--- src/rtl/lane_dispatch.sv ---
// lane_dispatch: 1-to-NUM_SEL registered demultiplexer with a one-entry holding register per lane.
// Optional macro LANE_DISPATCH_RR_EN: in_sel is ignored and words are dealt round-robin across lanes.
module lane_dispatch #(
  parameter int NUM_SEL   = 16,
  parameter int NUM_LOG   = 4,
  parameter int NUM_WIDTH = 64
) (
  input  logic                         clk,
  input  logic                         rst_n,
  input  logic                         in_valid,
  output logic                         in_ready,
  input  logic [NUM_WIDTH-1:0]         in_data,
  input  logic [NUM_LOG-1:0]           in_sel,
  output logic [NUM_SEL-1:0]           out_valid,
  input  logic [NUM_SEL-1:0]           out_ready,
  output logic [NUM_WIDTH*NUM_SEL-1:0] out_data,
  output logic                         sel_err,
  output logic                         busy
);

  logic [NUM_LOG-1:0] eff_sel;
  logic               sel_ok;
  logic [NUM_SEL-1:0] lane_hit;
  logic [NUM_SEL-1:0] fill;
  logic [NUM_SEL-1:0] full_vec;
  logic               accept;
  logic               sel_err_reg;
  logic               sel_err_next;

`ifdef LANE_DISPATCH_RR_EN
  localparam logic [NUM_LOG-1:0] LAST_LANE = NUM_LOG'(NUM_SEL - 1);

  logic [NUM_LOG-1:0] rr_ptr_reg;
  logic [NUM_LOG-1:0] rr_ptr_next;
  logic               unused_sel;

  assign unused_sel   = ^in_sel;
  assign eff_sel      = rr_ptr_reg;
  // The pointer wraps before reaching an invalid index, so the lane is always legal.
  assign sel_ok       = 1'b1;
  assign sel_err_next = 1'b0;

  always_comb begin
    rr_ptr_next = rr_ptr_reg;
    if (accept) begin
      rr_ptr_next = (rr_ptr_reg == LAST_LANE) ? '0 : rr_ptr_reg + NUM_LOG'(1);
    end
  end

  always_ff @(posedge clk or negedge rst_n) begin
    if (!rst_n) begin
      rr_ptr_reg <= '0;
    end else begin
      rr_ptr_reg <= rr_ptr_next;
    end
  end
`else
  assign eff_sel = in_sel;

  if (NUM_SEL >= (1 << NUM_LOG)) begin : g_sel_all_valid
    assign sel_ok = 1'b1;
  end else begin : g_sel_range_check
    assign sel_ok = (32'(eff_sel) < NUM_SEL);
  end

  // Words aimed at a nonexistent lane are swallowed and flagged one cycle later.
  assign sel_err_next = accept & ~sel_ok;
`endif

  // Ready depends only on the addressed lane's occupancy and its consumer, never on in_valid.
  assign in_ready = ~sel_ok | (|(lane_hit & (~full_vec | out_ready)));
  assign accept   = in_valid & in_ready;

  for (genvar gi = 0; gi < NUM_SEL; gi++) begin : g_lane
    localparam logic [NUM_LOG-1:0] LANE_IDX = NUM_LOG'(gi);

    logic                 lane_full_reg;
    logic                 lane_full_next;
    logic [NUM_WIDTH-1:0] lane_data_reg;

    assign lane_hit[gi] = (eff_sel == LANE_IDX);
    assign fill[gi]     = accept & lane_hit[gi];

    // A fill wins over a same-cycle drain so a ready consumer sees one word per cycle.
    always_comb begin
      lane_full_next = lane_full_reg;
      if (fill[gi]) begin
        lane_full_next = 1'b1;
      end else if (out_ready[gi]) begin
        lane_full_next = 1'b0;
      end
    end

    always_ff @(posedge clk or negedge rst_n) begin
      if (!rst_n) begin
        lane_full_reg <= 1'b0;
        lane_data_reg <= '0;
      end else begin
        lane_full_reg <= lane_full_next;
        if (fill[gi]) begin
          lane_data_reg <= in_data;
        end
      end
    end

    assign full_vec[gi]                         = lane_full_reg;
    assign out_data[NUM_WIDTH*gi +: NUM_WIDTH]  = lane_data_reg;
  end

  always_ff @(posedge clk or negedge rst_n) begin
    if (!rst_n) begin
      sel_err_reg <= 1'b0;
    end else begin
      sel_err_reg <= sel_err_next;
    end
  end

  assign out_valid = full_vec;
  assign busy      = |full_vec;
  assign sel_err   = sel_err_reg;

endmodule

--- config.mk ---
export PLATFORM = sky130hd
export DESIGN_NAME = lane_dispatch
export DESIGN_NICKNAME = d
export VERILOG_FILES = /design/src/rtl/lane_dispatch.sv
export SDC_FILE = /design/constraint.sdc
export NUM_CORES = 1
export LEC_CHECK = 0
export CAP_MARGIN = 40
export CORE_AREA = 2 2 435 437
export CTS_CLUSTER_SIZE = 14
export DETAILED_ROUTE_END_ITERATION = 8
export DIE_AREA = 0 0 437 439
export DONT_BUFFER_PORTS = 1
export PLACE_DENSITY_LB_ADDON = 0.3
export SLEW_MARGIN = 20
export SYNTH_ARGS = -nofsm -noshare
export SYNTH_HDL_FRONTEND = slang
export SYNTH_SLANG_ARGS = --single-unit
--- constraint.sdc ---
create_clock -name clk -period 6.3 [get_ports clk]
set_input_delay 1.89 -clock clk [delete_from_list [all_inputs] [get_ports clk]]
set_output_delay 1.89 -clock clk [all_outputs]
set_load 0.03 [all_outputs]
==> run_results.csv <==
group,metric,value,unit
logic_synthesis,synthCells,2358,
status,outcome,"finished clean",
power_and_ir_drop,switching_power,8520,uW
clocking,cts_resized,0,
timing,worst_slew_pin_slew,1020,ps
grt,antenna_found_initial,31,
drt,highest_layer,"met4",
logic_synthesis,synth_edf_count,0,
timing,rsz0062_at_grt,"false",
setup_path,cpPeakStageDelay,440,ps
logic_synthesis,synth_area_per_cell,16.6,sq um
power_and_ir_drop,power,21800,uW
finish,largest_reg_flops,1024,
worst_hold_path,worst_hold_path_type,"reg -> reg",
timing,finalHoldViolCount,0,
drt,wl_per_cell,30.3,um
setup_path,cp_slowest_cell,"nand3_1",
grt,grt_max_degree,197,
finish,drive_gt1_share,49.6,%
drt,met1Wirelength,53.8,mm
setup_path,required,4410,ps
setup_path,crit_fanout,3,
timing,setup_viol,0,
placement,dp_hpwl,105,mm
clocking,cts_sinks,1040,
drt,wl_met2,75.9,mm
clocking,cts_buffer_depth,3,
logic_synthesis,synth_ff_type,"dfrtp_1",
setup_path,worstSetupPathType,"in -> out",
logic_synthesis,synth_cell_types,39,
grt,grt_pass1_vias,21600,
logic_synthesis,synth-seq-cells,1040,
timing,period_share,91.3,%
drt,wl_met3,14.0,mm
clocking,cts_hold_buf,0,
die,row_count,159,
clocking,clk_pin_slew_worst_paths,60,ps
power_and_ir_drop,internal-power,13200,uW
timing,setup_tns,0,ps
logic_synthesis,ys_async_sr_fraction,100,%
drt,drc,0,
setup_path,crit_path_end_kind,"output port",
setup_path,critPathTopFamily,"compound AO/OA/AOI/OAI gates",
placement,portBuffers,0,
logic_synthesis,yosys_warnings,0,
flow_run,drv_cap,0,
drt,vias,20900,
timing,fin_crit,5750,ps
finish,nFillCells,19400,
setup_path,critical_path_arrival,3860,ps
timing,fmax,174,MHz
drt,postRouteAntennaNets,0,
timing,slew_headroom,31.7,%
power_and_ir_drop,powerDensity,475,nW/um^2
die,io_pins,1130,
timing,skew,40.1,ps
clocking,cts_tree,"done",
clocking,htree_levels,3,
placement,gp_congestion,0.762,
drt,drtIter0Drc,1059,
timing,slew_violations,0,
setup_path,start_kind,"input port",
power_and_ir_drop,p_sw_share,39.1,%
die,die_w,437,um
power_and_ir_drop,p_comb_share,8.2,%
logic_synthesis,syn-cell-area,39200,sq um
grt,grt_usage,15.0,%
setup_path,timing.critical_path.buf_inv,2,
clocking,postCtsSetupRepairBufs,0,
die,initial_core_util,21.0,%
setup_path,crit_chain,"nand2b_1 > o21ai_0 > buf_4 > o22a_1 > a21o_1 > nand3_1 > buf_4",
logic_synthesis,yosysSeqAreaShare,66.4,%
setup_path,cpMostUsedCell,"buf_4",
die,die_h,439,um
power_and_ir_drop,clkPwrFrac,30.5,%
power_and_ir_drop,leakagePower,0.0205,uW
die,core_area,187000,sq um
finish,area_growth,16.9,%
power_and_ir_drop,irDropWorstVdd,0.000243,V
logic_synthesis,syn-num-nets,2445,
drt,avgViaCountPerCell,4.24,
die,die_area,192000,sq um
drt,drt-total-wl,149,mm
clocking,root_buffer,"clkbuf_16",
grt,grt_pass1_wl,199,mm
power_and_ir_drop,p_seq_share,61.3,%
clocking,clk_latency,760,ps
clocking,numCtsBuffers,113,
finish,fin_nets,2411,
grt,grt_overflow,0,
drt,first_pass_iters,5,
-- per-layer routing --
layer  track usage, %  vias up
li1                 -     8222
met1             16.4    11500
met2             26.0      927
met3             5.73      240
met4             6.18        0
met5                0        -
-- cell usage after synthesis, drive strengths merged, types with 2 or more instances --
cell type     n  area share, %
and4          3          0.067
o21ai         6          0.077
nand4         5           0.17
inv           6          0.057
nand2        23           0.22
buf         125            1.9
clkbuf       73           0.70
and3          2          0.045
mux2       1024             29
a22oi         3          0.057
nor2          2          0.019
nand3         6           0.10
a21o          2          0.038
nor4          6          0.096
nand2b       12           0.19
dfrtp      1040             66
nor2b         3          0.048
nand3b        5          0.096
-- through the flow --
| step | std cells | instance area [sq um] | hold slack, ps | setup slack (ps) | util (%) |
|---|---|---|---|---|---|
| floorplan | 2358 | 39200 | 484 | 1360 | - |
| global placement | 4696 | 41900 | 707 | 429 | 22.4 |
| detailed placement | 4703 | 42100 | 713 | 455 | 22.5 |
| CTS | 4907 | 45800 | 727 | 440 | 24.5 |
| global route | 4914 | 45800 | 736 | 417 | 24.5 |
| finish | 4921 | 45800 | 726 | 551 | 24.5 |
-- logic make-up (layout without fill, tap and decap cells) --
| group | Yosys count | after routing | synth area share, % |
|---|---|---|---|
| compound gates | 18 | 18 | 0.345 |
| other cells | 1 | 14 | 0.00957 |
| simple gates | 71 | 71 | 1.14 |
| flops | 1040 | 1040 | 66.4 |
| buf+inv | 204 | 259 | 2.69 |
| mux | 1024 | 1024 | 29.4 |
-- cells in the final DEF (no fill, tap or decap), types with 5 or more instances in the layout --
cell / Yosys / final
mux2_2: 952 / 952
inv_1: 6 / 6
clkbuf_16: 0 / 115
buf_12: 0 / 14
buf_4: 50 / 27
clkbuf_8: 0 / 28
clkbuf_1: 72 / 30
diode_2: 0 / 13
nand2_1: 23 / 12
clkinv_2: 0 / 18
dfrtp_1: 1040 / 1040
nand2_4: 0 / 11
buf_16: 0 / 7
mux2_1: 72 / 72
o21ai_0: 6 / 6
nand2b_1: 12 / 12
nand3b_1: 5 / 5
-- worst paths after layout --
path | start | endpoint | slack [ps] | cells after the start
max in group asynchronous | rst_n | g_lane[6].lane_data_reg[36]$_DFFE_PN0P_ | 2230 | 4
hold / removal | g_lane[4].lane_data_reg[35]$_DFFE_PN0P_ | g_lane[4].lane_data_reg[35]$_DFFE_PN0P_ | 730 | 1
min in group asynchronous | rst_n | g_lane[11].lane_data_reg[19]$_DFFE_PN0P_ | 1240 | 1
setup reg to reg | g_lane[8].lane_full_reg$_DFFE_PN0P_ | g_lane[7].lane_data_reg[27]$_DFFE_PN0P_ | 2670 | 7
setup / recovery | out_ready[11] | in_ready | 550 | 7
hold reg to reg | g_lane[4].lane_data_reg[35]$_DFFE_PN0P_ | g_lane[4].lane_data_reg[35]$_DFFE_PN0P_ | 730 | 1
-- power by group through the flow --
stage | Clock [uW] | Sequential, uW | Combinational, uW
final | 6630 | 13400 | 1780
after detailed placement | 0 | 13500 | 1810
after CTS | 6840 | 13400 | 1810
after floorplan | 0 | 12600 | 1520
after global placement | 0 | 13500 | 1580
after global routing | 7090 | 13500 | 1970
-- worst register-to-register path, stage by stage (launching register included) --
cell,delay (ps)
dfrtp_1,680
nand2b_1,420
o2111ai_1,390
a21o_1,200
nand3_2,380
nand4_4,300
buf_4,560
mux2_2,580
-- final cells by class --
class / count / area (sq um) / area share (%)
tap: 2495 / 3120 / 6.81
clock buffer: 173 / 3380 / 7.37
clock inverter: 31 / 328 / 0.715
inverter: 6 / 22.5 / 0.0491
multi-input combinational: 1114 / 12200 / 26.7
sequential: 1040 / 26000 / 56.8
antenna: 13 / 32.5 / 0.0710
timing repair buffer: 49 / 683 / 1.49
No activity file was read; power rests on OpenSTA's default activity.
